## src/rtl/fp32_norm_encoder_arbiter.sv

```systemverilog
// Round-robin arbiter sharing one leading-one normalization encoder among NUM_REQ lanes.
// Define ENC_ARB_PERF_EN to add saturating issue/stall performance counters.
module fp32_norm_encoder_arbiter #(
    parameter int unsigned NUM_REQ = 4,
    parameter int unsigned DATA_W  = 49,
    parameter int unsigned CODE_W  = 8,
    parameter int unsigned ENC_LAT = 1
) (
    input  logic                      clk,
    input  logic                      rstn,
    input  logic [NUM_REQ-1:0]        req_valid,
    output logic [NUM_REQ-1:0]        req_ready,
    input  logic [NUM_REQ*DATA_W-1:0] req_data,
    output logic                      enc_valid_in,
    output logic [DATA_W-1:0]         enc_data,
    input  logic                      enc_valid_out,
    input  logic [CODE_W-1:0]         enc_code,
    output logic [NUM_REQ-1:0]        rsp_valid,
    output logic [NUM_REQ*CODE_W-1:0] rsp_code,
    input  logic [NUM_REQ-1:0]        rsp_ready,
    output logic                      err
`ifdef ENC_ARB_PERF_EN
    ,
    output logic [15:0]               perf_issue_cnt,
    output logic [15:0]               perf_stall_cnt
`endif
);

    localparam int unsigned IDX_W = $clog2(NUM_REQ);
    localparam int unsigned TAG_W = IDX_W + 1;

    typedef enum logic [1:0] {StIdle, StIssued, StResp} lane_state_e;

    lane_state_e       state_q [NUM_REQ];
    logic [CODE_W-1:0] code_q  [NUM_REQ];
    logic [IDX_W-1:0]  ptr_q;
    logic              enc_valid_q;
    logic [DATA_W-1:0] enc_data_q;
    logic [TAG_W-1:0]  iss_tag_q;
    logic [TAG_W-1:0]  tag_pipe_q [ENC_LAT];
    logic              err_q;

    logic [NUM_REQ-1:0] elig;
    logic [NUM_REQ-1:0] gnt_oh;
    logic               gnt_any;
    logic [IDX_W-1:0]   gnt_idx;
    int unsigned        cand;
    logic               head_vld;
    logic [IDX_W-1:0]   head_idx;

    always_comb begin
        elig = '0;
        for (int i = 0; i < NUM_REQ; i++) begin
            elig[i] = req_valid[i] && (state_q[i] == StIdle);
        end
    end

    // Search starts one past the last winner so every lane gets a turn.
    always_comb begin
        gnt_any = 1'b0;
        gnt_idx = '0;
        cand    = 0;
        for (int unsigned k = 1; k <= NUM_REQ; k++) begin
            cand = (32'(ptr_q) + k) % NUM_REQ;
            if (!gnt_any && elig[IDX_W'(cand)]) begin
                gnt_any = 1'b1;
                gnt_idx = IDX_W'(cand);
            end
        end
    end

    always_comb begin
        gnt_oh = '0;
        if (gnt_any) begin
            gnt_oh[gnt_idx] = 1'b1;
        end
    end

    assign req_ready = rstn ? gnt_oh : '0;

    // The issue-stage tag rides with enc_valid_in; the ENC_LAT stages behind it line up
    // the head with the encoder's result.
    always_ff @(posedge clk or negedge rstn) begin
        if (!rstn) begin
            ptr_q       <= IDX_W'(NUM_REQ - 1);
            enc_valid_q <= 1'b0;
            enc_data_q  <= '0;
            iss_tag_q   <= '0;
            for (int i = 0; i < ENC_LAT; i++) begin
                tag_pipe_q[i] <= '0;
            end
        end else begin
            enc_valid_q <= gnt_any;
            iss_tag_q   <= {gnt_any, gnt_idx};
            if (gnt_any) begin
                ptr_q      <= gnt_idx;
                enc_data_q <= req_data[32'(gnt_idx)*DATA_W +: DATA_W];
            end
            tag_pipe_q[0] <= iss_tag_q;
            for (int i = 1; i < ENC_LAT; i++) begin
                tag_pipe_q[i] <= tag_pipe_q[i-1];
            end
        end
    end

    assign head_vld = tag_pipe_q[ENC_LAT-1][IDX_W];
    assign head_idx = tag_pipe_q[ENC_LAT-1][IDX_W-1:0];

    always_ff @(posedge clk or negedge rstn) begin
        if (!rstn) begin
            err_q <= 1'b0;
            for (int i = 0; i < NUM_REQ; i++) begin
                state_q[i] <= StIdle;
                code_q[i]  <= '0;
            end
        end else begin
            // Result without a tag, or a tag without a result.
            if (enc_valid_out != head_vld) begin
                err_q <= 1'b1;
            end
            for (int i = 0; i < NUM_REQ; i++) begin
                unique case (state_q[i])
                    StIdle: begin
                        if (gnt_oh[i]) state_q[i] <= StIssued;
                    end
                    StIssued: begin
                        if (head_vld && head_idx == IDX_W'(i)) begin
                            if (enc_valid_out) begin
                                state_q[i] <= StResp;
                                code_q[i]  <= enc_code;
                            end else begin
                                state_q[i] <= StIdle;
                            end
                        end
                    end
                    StResp: begin
                        if (rsp_ready[i]) state_q[i] <= StIdle;
                    end
                    default: state_q[i] <= StIdle;
                endcase
            end
        end
    end

    assign enc_valid_in = enc_valid_q;
    assign enc_data     = enc_data_q;
    assign err          = err_q;

    for (genvar i = 0; i < NUM_REQ; i++) begin : g_rsp
        assign rsp_valid[i]                  = (state_q[i] == StResp);
        assign rsp_code[i*CODE_W +: CODE_W] = code_q[i];
    end

`ifdef ENC_ARB_PERF_EN
    logic [15:0] issue_cnt_q;
    logic [15:0] stall_cnt_q;

    always_ff @(posedge clk or negedge rstn) begin
        if (!rstn) begin
            issue_cnt_q <= '0;
            stall_cnt_q <= '0;
        end else begin
            if (gnt_any && issue_cnt_q != 16'hFFFF) begin
                issue_cnt_q <= issue_cnt_q + 16'd1;
            end
            if (|(elig & ~gnt_oh) && stall_cnt_q != 16'hFFFF) begin
                stall_cnt_q <= stall_cnt_q + 16'd1;
            end
        end
    end

    assign perf_issue_cnt = issue_cnt_q;
    assign perf_stall_cnt = stall_cnt_q;
`endif

endmodule

```

## config.mk

```make
export PLATFORM = sky130hd
export DESIGN_NAME = fp32_norm_encoder_arbiter
export DESIGN_NICKNAME = d
export VERILOG_FILES = /design/src/rtl/fp32_norm_encoder_arbiter.sv
export SDC_FILE = /design/constraint.sdc
export NUM_CORES = 1
export LEC_CHECK = 0
export ABC_AREA = 1
export BUFFER_PORTS_ARGS = -buffer_cell sky130_fd_sc_hd__buf_2
export CORE_MARGIN = 2
export CORE_UTILIZATION = 36
export CTS_CLUSTER_SIZE = 10
export DETAILED_ROUTE_END_ITERATION = 12
export GPL_TIMING_DRIVEN = 0
export PLACE_DENSITY = 0.69
export RECOVER_POWER = 25
export SYNTH_ARGS = -nofsm -noshare
export SYNTH_HDL_FRONTEND = slang
export SYNTH_SLANG_ARGS = --single-unit
```

## constraint.sdc

```tcl
create_clock -name clk -period 3.9 [get_ports clk]
set_clock_uncertainty 0.1 [all_clocks]
set_input_delay 0.39 -clock clk [delete_from_list [all_inputs] [get_ports clk]]
set_output_delay 0.39 -clock clk [all_outputs]
set_load 0.05 [all_outputs]
```

==> results of run 1 <==
## flip-flops by register name (all words and copies together) (netlist names)
signal / count
rsp_code: 32
tag_pipe_q: 3
ptr_q: 2
err: 1
state_q: 8
enc_valid_in: 1
enc_data: 49
iss_tag_q: 2
## per-stage QoR
| step | util [%] | area, µm² | hold WS (ns) | setup WS, ns | instances |
|---|---|---|---|---|---|
| final | 49.4 | 8220 | 0.122 | 0.325 | 1471 |
| after global routing | 49.4 | 8210 | 0.116 | 0.0856 | 1470 |
| after CTS | 49.5 | 8240 | 0.112 | 0.249 | 1468 |
| after detailed placement | 47.9 | 7960 | 0.236 | 0.636 | 1453 |
| after global placement | 47.7 | 7930 | 0.237 | 0.323 | 1452 |
| after floorplan | - | 6130 | -0.00559 | 0.637 | 927 |
## logic make-up after synthesis
group	synth area share [%]
flip-flops	40.0
AND/OR/NAND/NOR	47.7
AO/OA/AOI/OAI	4.35
buffers and inverters	7.92
## area by class of cell
cell class	count	area [µm²]	area share, %
Multi-Input combinational cell	735	3190	38.8
Sequential cell	98	2450	29.9
Timing Repair Buffer	307	1540	18.7
Buffer	68	385	4.69
Tap cell	220	275	3.35
Clock buffer	10	239	2.91
Inverter	26	100	1.22
Clock inverter	4	27.5	0.335
Antenna cell	3	7.51	0.0914
## cell usage after synthesis (2+ instances only)
cell        n
inv_1      21
buf_2      29
nand4_1   102
nor3_1      5
nor2_1     13
a21oi_1     2
buf_1       3
nand2_2     4
inv_2       3
nand3_2     2
dfrtp_1    96
dfstp_2     2
nand2_1   543
o31ai_1     5
o21ai_0    36
nand3_1    16
clkbuf_1   23
buf_6      12
## critical path, delay by kind of cell (launching register included)
kind | cells | cell delay (ns)
compound gates | 1 | 0.42
buf+inv | 4 | 0.96
flops | 1 | 0.52
simple gates | 8 | 0.83
## what timing repair did
| action | in CTS | in global routing |
|---|---|---|
| resized for setup | 0 | 0 |
| hold endpoints to repair | 42 | 0 |
| endpoints found under the setup margin | 0 | 0 |
| hold buffers | 1 | 0 |
## per-layer routing
| layer | track usage, % | part of all wire, % | up-vias |
|---|---|---|---|
| met1 | 32.2 | 39 | 3336 |
| met3 | 5.93 | 8.6 | 38 |
| met5 | 0 | 0.029 | - |
| met4 | 7.95 | 2.0 | 2 |
| li1 | - | - | 3640 |
| met2 | 47.3 | 50 | 320 |
## worst paths after layout
| check | to | startpoint | cells after the start | slack, ns |
|---|---|---|---|---|
| max in group asynchronous | ptr_q[0]$_DFFE_PN1P_ | rstn | 3 | 2.46 |
| hold reg to reg | tag_pipe_q[1]$_DFF_PN0_ | iss_tag_q[1]$_DFF_PN0_ | 0 | 0.25 |
| hold / removal | state_q[3]$_DFFE_PN0P_ | rsp_ready[2] | 2 | 0.12 |
| min in group asynchronous | rsp_code[9]$_DFFE_PN0P_ | rstn | 2 | 0.50 |
| setup reg to reg | enc_data[24]$_DFFE_PN0P_ | ptr_q[1]$_DFFE_PN1P_ | 11 | 1.15 |
| setup / recovery | req_ready[0] | ptr_q[1]$_DFFE_PN1P_ | 13 | 0.32 |
==> metrics.md, run 1 <==
| Metric | Value |
|---|---|
| Status | `completed` |
| DRT Wirelength | `24500 µm` |
| Distinct cells, synth | `28` |
| Total congestion overflow | `0` |
| Clock sink total | `98` |
| CP max-delay cell | `dfstp_2` |
| Yosys top cell area share | `39.2%` |
| Setup bufs post-CTS | `0` |
| Arr. time, crit path | `3.09 ns` |
| Final ANT Viol Nets | `0` |
| Routed vias/inst | `4.99` |
| Initial DRC count | `424` |
| Finish-stage setup viols | `0` |
| IO Count | `306` |
| Worst Tran Pin Value | `0.673 ns` |
| H-tree Lvls | `3` |
| DIE HEIGHT | `135 µm` |
| DR vias | `7336` |
| Post-route DRC | `0` |
| Clock slew at reported path FFs | `0.07 ns` |
| Avg Cell Area, Syn | `6.62 µm²` |
| Ys Warns | `0` |
| Die area | `0.0181 mm²` |
| Fillers | `1801` |
| Routed len/inst | `16.6 µm` |
| Final hold vios | `0` |
| Core area | `0.0166 mm²` |
| CTS max path bufs | `2` |
| Req. time, crit path | `3.41 ns` |
| Layout cells sized above 1 | `28.4%` |
| Initial core utilization | `36.8%` |
| Max Clk Rate | `0.280 GHz` |
| Delay of the slowest cell on the worst path | `0.52 ns` |
| Crit end category | `output pin` |
| Clock Latency Late Sink | `0.34 ns` |
| Worst Setup Path Type | `reg2out` |
| Antenna violations before repair | `3` |
| Sequential element share of the synthesized area | `40.0%` |
| GP Congestion | `0.911` |
| Port bufs | `305` |
| Synth area leader | `dfrtp_1` |
| Total GRT Usage | `26.6%` |
| FF+latch count, synth | `98` |
| Placement row count | `47` |
| First-pass GRT wire length | `37100 µm` |
| Syn_nets | `1142` |
| Worst hold path class | `in2reg` |
| Setup_tns | `0 ns` |
| DR pass1 iterations | `5` |
| Post-synth ARST share | `100%` |
| Max Cap Viol | `0` |
| Setup repair after global routing missed its margin | `no` |
| Max-slew violations | `0` |
| Largest net degree at the start of global routing | `58` |
| Slew headroom | `55.2%` |
| Most frequent cells in the layout | `543 x nand2_1, 308 x buf_2, 102 x nand4_1` |
| Post-synth top flop | `dfrtp_1` |
| Layout area overhead | `34.0%` |
| Tcrit/Tclk final | `91.7%` |
| Top post-synthesis cells by area | `dfrtp_1 39%, nand2_1 33%, nand4_1 10%, o21ai_0 2.9%, buf_2 2.4%` |
| Cts bufs inserted | `9` |
| Commonest non-fill, non-tap cell in the layout | `nand2_1` |
| CTS tree | `done` |
| Vias in the first global route | `6898` |
| Startpoint types | `register` |
| Min cycle time layout | `3.58 ns` |
| Syn Std Cell Area | `0.00613 mm²` |
| Die W | `135 µm` |
| Nets | `1460` |
| Detailed placement HPWL | `19200 µm` |
| Number of flops mapped to enable cells by yosys | `0` |
| Worst-path maximum fanout | `10` |
| Root buffer cell | `clkbuf_16` |
| Post-Synthesis Cells | `927` |
| Critical-path cell list | `buf_2 -> inv_2 -> nand2_1 -> nand2_2 -> nand3_1 -> nand2_1 -> nand3_1 -> nor2_1 -> a21oi_2 -> buf_2 -> nand2_1 -> nor3_1 -> buf_2` |
Power of run 1 is not shown: default switching activity piles up to over one toggle a cycle in this logic, so the estimate is an artifact.
==> inputs of run 2 (changes only) <==
--- a/config.mk
+++ b/config.mk
@@ -9,6 +9,7 @@
 export BUFFER_PORTS_ARGS = -buffer_cell sky130_fd_sc_hd__buf_2
 export CORE_MARGIN = 2
 export CORE_UTILIZATION = 36
+export CTS_BUF_LIST = sky130_fd_sc_hd__clkbuf_16
 export CTS_CLUSTER_SIZE = 10
 export DETAILED_ROUTE_END_ITERATION = 12
 export GPL_TIMING_DRIVEN = 0
==> run 2 against run 1 <==
Net effect: design area fell by 0.12%; register-to-register slack barely moved; die area did not move; largest cell class unchanged; utilization fell by 0.060 points; sequential cell count did not move; sequential share of layout area barely moved; critical endpoint unchanged; clock-buffer cell count fell by 1; hold slack improved by 0.00081 ns.
==> metrics.md, run 2 (synthesis results as in run 1) <==
| Metric | Value |
|---|---|
| Status | `completed` |
| Placed cell count | `1453 (unchanged)` |
| Metal-1 WL | `9760 µm (+1.5%)` |
| Initial DRC count | `448 (+5.7%)` |
| R2R depth | `11 (unchanged)` |
| Worst Hold End | `state_q[3]$_DFFE_PN0P_` |
| Worst Tran Pin Value | `0.655 ns (-0.0172 ns)` |
| DIE HEIGHT | `135 µm (unchanged)` |
| Commonest non-fill, non-tap cell in the layout | `nand2_1` |
| H-tree Lvls | `3 (unchanged)` |
| Crit end category | `output pin` |
| Max Cap Viol | `0 (unchanged)` |
| Final ANT Viol Nets | `0 (unchanged)` |
| CP bufs+invs | `4 (unchanged)` |
| DR pass1 iterations | `5 (unchanged)` |
| Metal2 WL | `12200 µm (-0.47%)` |
| DRT Wirelength | `24500 µm (+0.18%)` |
| Req. time, crit path | `3.41 ns (about the same)` |
| Antenna violations before repair | `3 (unchanged)` |
| Worst Setup Path Type | `reg2out` |
| Die area | `0.0181 mm² (unchanged)` |
| Max layer used | `met5` |
| Reg2reg end | `enc_data[24]$_DFFE_PN0P_` |
| Total GRT Usage | `26.6% (about the same)` |
| Nets | `1460 (unchanged)` |
| IO Count | `306 (unchanged)` |
| Hold-critical path depth | `2 (unchanged)` |
| Total congestion overflow | `0 (unchanged)` |
| Post-route DRC | `0 (unchanged)` |
| Setup repair after global routing missed its margin | `no` |
| Layout area overhead | `33.8%` |
| Worst-path maximum fanout | `10 (unchanged)` |
| Met3 WL | `2010 µm (-4.4%)` |
| CTS max path bufs | `2 (unchanged)` |
| Delay-heaviest family, CP | `buffers and inverters` |
| CP max-delay cell | `dfstp_2` |
| DR vias | `7325 (-0.15%)` |
| Largest net degree at the start of global routing | `58 (unchanged)` |
| Initial core utilization | `36.8% (unchanged)` |
| Max-slew violations | `0 (unchanged)` |
| Flip-flop count of the largest register after layout | `49 (unchanged)` |
| Routed vias/inst | `4.98 (-0.15%)` |
| Tcrit/Tclk final | `91.8% (+0.17 points)` |
| Finish-stage setup viols | `0 (unchanged)` |
| Non-filler cells, final | `1471 (unchanged)` |
| Startpoint types | `register` |
| CTS tree | `done` |
| Slew headroom | `56.3% (+1.1 points)` |
| Setup bufs post-CTS | `0 (unchanged)` |
| Core area | `0.0166 mm² (unchanged)` |
| Hold wc startpoint | `rsp_ready[2]` |
| Min cycle time layout | `3.58 ns (+0.00677 ns)` |
| Root buffer cell | `clkbuf_16` |
| First-pass GRT wire length | `37100 µm (-0.13%)` |
| Layout cells sized above 1 | `28.3% (-0.080 points)` |
| Critical-path cell list | `buf_2 -> inv_2 -> nand2_1 -> nand2_2 -> nand3_1 -> nand2_1 -> nand3_1 -> nor2_1 -> a21oi_2 -> buf_2 -> nand2_1 -> nor3_1 -> buf_2` |
| FF-to-FF setup slack | `1.16 ns (about the same)` |
| Worst hold path class | `in2reg` |
| Cts bufs inserted | `9 (unchanged)` |
| Setup_tns | `0 ns (unchanged)` |
| Clock sink total | `98 (unchanged)` |
| Max Clk Rate | `0.279 GHz (-0.19%)` |
| Most frequent cells in the layout | `543 x nand2_1, 308 x buf_2, 102 x nand4_1` |
| Clock slew at reported path FFs | `0.07 ns (about the same)` |
| Reg2reg start | `ptr_q[1]$_DFFE_PN1P_` |
| Port bufs | `305 (unchanged)` |
| Vias in the first global route | `6912 (+0.20%)` |
| GP Congestion | `0.911 (unchanged)` |
| Routed len/inst | `16.7 µm (+0.18%)` |
| Final hold vios | `0 (unchanged)` |
| Arr. time, crit path | `3.09 ns (about the same)` |
| Clock Latency Late Sink | `0.34 ns (about the same)` |
| Detailed placement HPWL | `19200 µm (unchanged)` |
| Delay of the slowest cell on the worst path | `0.52 ns (about the same)` |
| Die W | `135 µm (unchanged)` |
| Placement row count | `47 (unchanged)` |
## run 2: changes by cell type in the layout (fill, tap and decap cells not counted)
cell | before | now
clkinv_1 | 1 | 2
clkbuf_8 | 1 | 0
## run 2: worst max path at each step
| stage | start | to | slack, ns | cells after the start |
|---|---|---|---|---|
| detailed placement | ptr_q[1]$_DFFE_PN1P_ | req_ready[0] | 0.64 | 13 |
| floorplan | ptr_q[1]$_DFFE_PN1P_ | req_ready[0] | 0.64 | 12 |
| finish | ptr_q[1]$_DFFE_PN1P_ | req_ready[0] | 0.32 | 13 |
| global route | ptr_q[1]$_DFFE_PN1P_ | req_ready[0] | 0.09 | 13 |
| global placement | rstn | req_ready[0] | 0.32 | 4 |
| CTS | ptr_q[1]$_DFFE_PN1P_ | req_ready[0] | 0.25 | 13 |
## run 2: area by class of cell
cell class,count,area (µm²)
plain buffers,68,385
well taps,220,275
multi-input cells,735,3190
diodes,3,7.51
repair buffers,307,1540
clock buffers,9,225
inverters,26,100
flip-flops and latches,98,2450
clock inverters,5,31.3
fillers,1802,8440
## run 2: metal layers
layer / global-route usage (%) / vias to the layer above
li1: - / 3641
met1: 32.1 / 3329
met2: 47.1 / 314
met3: 6.04 / 39
met4: 8.30 / 2
met5: 0 / -
## run 2: stage by stage
stage	instance area, µm²	util (%)	worst slack (ns)	hold WS, ns
after floorplan	6130	-	0.637	-0.00559
after global placement	7930	47.7	0.323	0.237
after detailed placement	7960	47.9	0.636	0.236
after CTS	8230	49.5	0.249	0.113
after global routing	8200	49.3	0.0855	0.116
final	8210	49.3	0.318	0.123
## run 2: timing repair
action                    in CTS  in global routing
resized for setup              0                  0
hold endpoints to repair      42                  0
hold buffers                   1                  0
Power of run 2 is left out for the same reason.
==> inputs of run 3 (changes only) <==
--- a/config.mk
+++ b/config.mk
@@ -15,6 +15,7 @@
 export GPL_TIMING_DRIVEN = 0
 export PLACE_DENSITY = 0.69
 export RECOVER_POWER = 25
+export SLEW_MARGIN = 30
 export SYNTH_ARGS = -nofsm -noshare
 export SYNTH_HDL_FRONTEND = slang
 export SYNTH_SLANG_ARGS = --single-unit
==> constraint.sdc (replaced) <==
create_clock -name clk -period 3.4 [get_ports clk]
set_clock_uncertainty 0.1 [all_clocks]
set_input_delay 0.34 -clock clk [delete_from_list [all_inputs] [get_ports clk]]
set_output_delay 0.34 -clock clk [all_outputs]
set_load 0.05 [all_outputs]
==> run 3 against run 2 <==
Net effect: utilization increased by 1.0 points; first-iteration DRC count decreased by 9.6%; clock-buffer cell count unchanged; final cell count rose by 0.34%; global-route usage is essentially flat; die area stayed put; sequential share of layout area down 0.61 points; via count increased by 0.16%; register-to-register slack got worse by 0.57 ns; wire length hardly changed; worst setup slack worse by 0.16 ns; critical endpoint is now req_ready[3].
==> metrics.md, run 3 (synthesis results as in run 1) <==
| Metric | Value |
|---|---|
| Post-route DRC | `0 (unchanged)` |
| Total GRT Usage | `26.5% (-0.040 points)` |
| DRT Wirelength | `24500 µm (about the same)` |
| DR vias | `7337 (+0.16%)` |
| CTS tree | `done` |
| Flip-flop count of the largest register after layout | `49 (unchanged)` |
| Die area | `0.0181 mm² (unchanged)` |
| Arr. time, crit path | `2.81 ns (-0.28 ns)` |
| CP bufs+invs | `6 (+2)` |
| Hold Slack | `0.0675 ns (-0.0551 ns)` |
| Routed len/inst | `16.6 µm (-0.38%)` |
| Most frequent cells in the layout | `543 x nand2_1, 328 x buf_2, 102 x nand4_1` |
| Max-slew violations | `0 (unchanged)` |
| First-pass GRT wire length | `37200 µm (+0.32%)` |
| Max Clk Rate | `0.308 GHz` |
| Tcrit/Tclk final | `95.5%` |
| Core Util, Final | `50.3% (+1.0 points)` |
| CP max-delay cell | `dfstp_2` |
| Most used cell, CP | `nand2_1` |
| Layout cells sized above 1 | `30.8% (+2.6 points)` |
| Final hold vios | `0 (unchanged)` |
| Initial DRC count | `405 (-9.6%)` |
| Delay of the slowest cell on the worst path | `0.52 ns (about the same)` |
| H-tree Lvls | `3 (unchanged)` |
| Worst Setup Path Type | `reg2out` |
| Max Cap Viol | `0 (unchanged)` |
| Worst-path maximum fanout | `10 (unchanged)` |
| Cts bufs inserted | `9 (unchanged)` |
| Reg2reg start | `ptr_q[1]$_DFFE_PN1P_` |
| Hold wc startpoint | `rsp_ready[2]` |
| Worst hold path class | `in2reg` |
| Worst Tran Pin Value | `0.640 ns (-0.0157 ns)` |
| Routed vias/inst | `4.97 (-0.18%)` |
| CTS max path bufs | `2 (unchanged)` |
| Critical path launch point | `ptr_q[1]$_DFFE_PN1P_` |
| Detailed placement HPWL | `19100 µm (-0.16%)` |
| Delay-heaviest family, CP | `simple AND/OR/NAND/NOR gates` |
| Clock sink total | `98 (unchanged)` |
| Crit end category | `output pin` |
| Min cycle time layout | `3.25 ns` |
| Placement row count | `47 (unchanged)` |
| Slew headroom | `57.4% (+1.0 points)` |
| Nets | `1465 (+0.34%)` |
| Clock slew at reported path FFs | `0.08 ns (about the same)` |
| Placed cell area | `0.00797 mm² (about the same)` |
| Final ANT Viol Nets | `0 (unchanged)` |
| Port bufs | `305 (unchanged)` |
| Finish-stage setup viols | `0 (unchanged)` |
| Vias in the first global route | `6952 (+0.58%)` |
| GP Congestion | `0.911 (unchanged)` |
| DIE HEIGHT | `135 µm (unchanged)` |
| Setup_tns | `0 ns (unchanged)` |
| DR pass1 iterations | `7 (+2)` |
| Antenna violations before repair | `4 (+1)` |
| Design area | `0.00838 mm² (+2.1%)` |
| IO Count | `306 (unchanged)` |
| Startpoint types | `register` |
| Largest net degree at the start of global routing | `58 (unchanged)` |
| Clock Latency Late Sink | `0.34 ns (about the same)` |
| Root buffer cell | `clkbuf_16` |
| FF-to-FF setup slack | `0.59 ns (-0.57 ns)` |
| Commonest non-fill, non-tap cell in the layout | `nand2_1` |
| Total congestion overflow | `0 (unchanged)` |
| Die W | `135 µm (unchanged)` |
| Layout area overhead | `36.6%` |
| Critical-path cell list | `buf_2 -> inv_2 -> nand2_1 -> nand2_2 -> nand2_1 -> nand2_1 -> nand2_1 -> nand2_2 -> nand2_8 -> nand3_2 -> buf_6 -> buf_6 -> inv_2 -> nand2_1 -> nor2_1 -> buf_6` |
| Core area | `0.0166 mm² (unchanged)` |
| Status | `completed` |
| Initial core utilization | `36.8% (unchanged)` |
| Req. time, crit path | `2.96 ns (-0.45 ns)` |
## run 3: routing by layer
metal  GRT usage (%)  vias to the layer above  part of all wire, %
li1                -                     3652                    -
met1            32.2                     3317                   40
met2            47.3                      324                   50
met3            6.08                       40                  7.9
met4            7.19                        4                  2.0
met5               0                        -                 0.10
## run 3: final cells by class
class                   instances  area (µm²)
fillers                      1775        8270
multi-input cells             735        3220
flip-flops and latches         98        2450
repair buffers                313        1630
plain buffers                  67         383
well taps                     220         275
clock buffers                   9         225
inverters                      26         101
clock inverters                 7        92.6
diodes                          1        2.50
## run 3: repair_timing
action                                  CTS  global route
endpoints found under the setup margin    3             4
hold buffers                              1             0
buffers inserted                          0             6
hold endpoints to repair                 42             0
pin swaps                                 0             3
gates resized for setup                   3            10
## run 3: worst reg2reg max path, stage by stage, from the launching register on
cell and delay, ns:
dfstp_2 0.52, buf_2 0.20, inv_2 0.09, nand2_1 0.08, nand2_2 0.10, nand3_1 0.11, nand2_1 0.11, nand4_4 0.14
buf_4 0.14, clkbuf_1 0.50, clkbuf_1 0.47, nand2_1 0.12, nand2_1 0.08
## run 3: final timing paths
kind	depth (start not counted)	endpoint
worst max register to register	12	enc_data[34]$_DFFE_PN0P_
max in group asynchronous	3	ptr_q[0]$_DFFE_PN1P_
worst max-delay path	16	req_ready[3]
worst min-delay path	2	state_q[3]$_DFFE_PN0P_
min in group asynchronous	2	rsp_code[25]$_DFFE_PN0P_
worst min register to register	0	tag_pipe_q[1]$_DFF_PN0_
## run 3: stage by stage
stage | setup WS, ns | std cells
after floorplan | 0.187 | 927
after global placement | -0.0770 | 1452
after detailed placement | 0.209 | 1453
after CTS | 0.0422 | 1469
after global routing | -0.0319 | 1476
final | 0.154 | 1476
Power of run 3 is left out for the same reason.
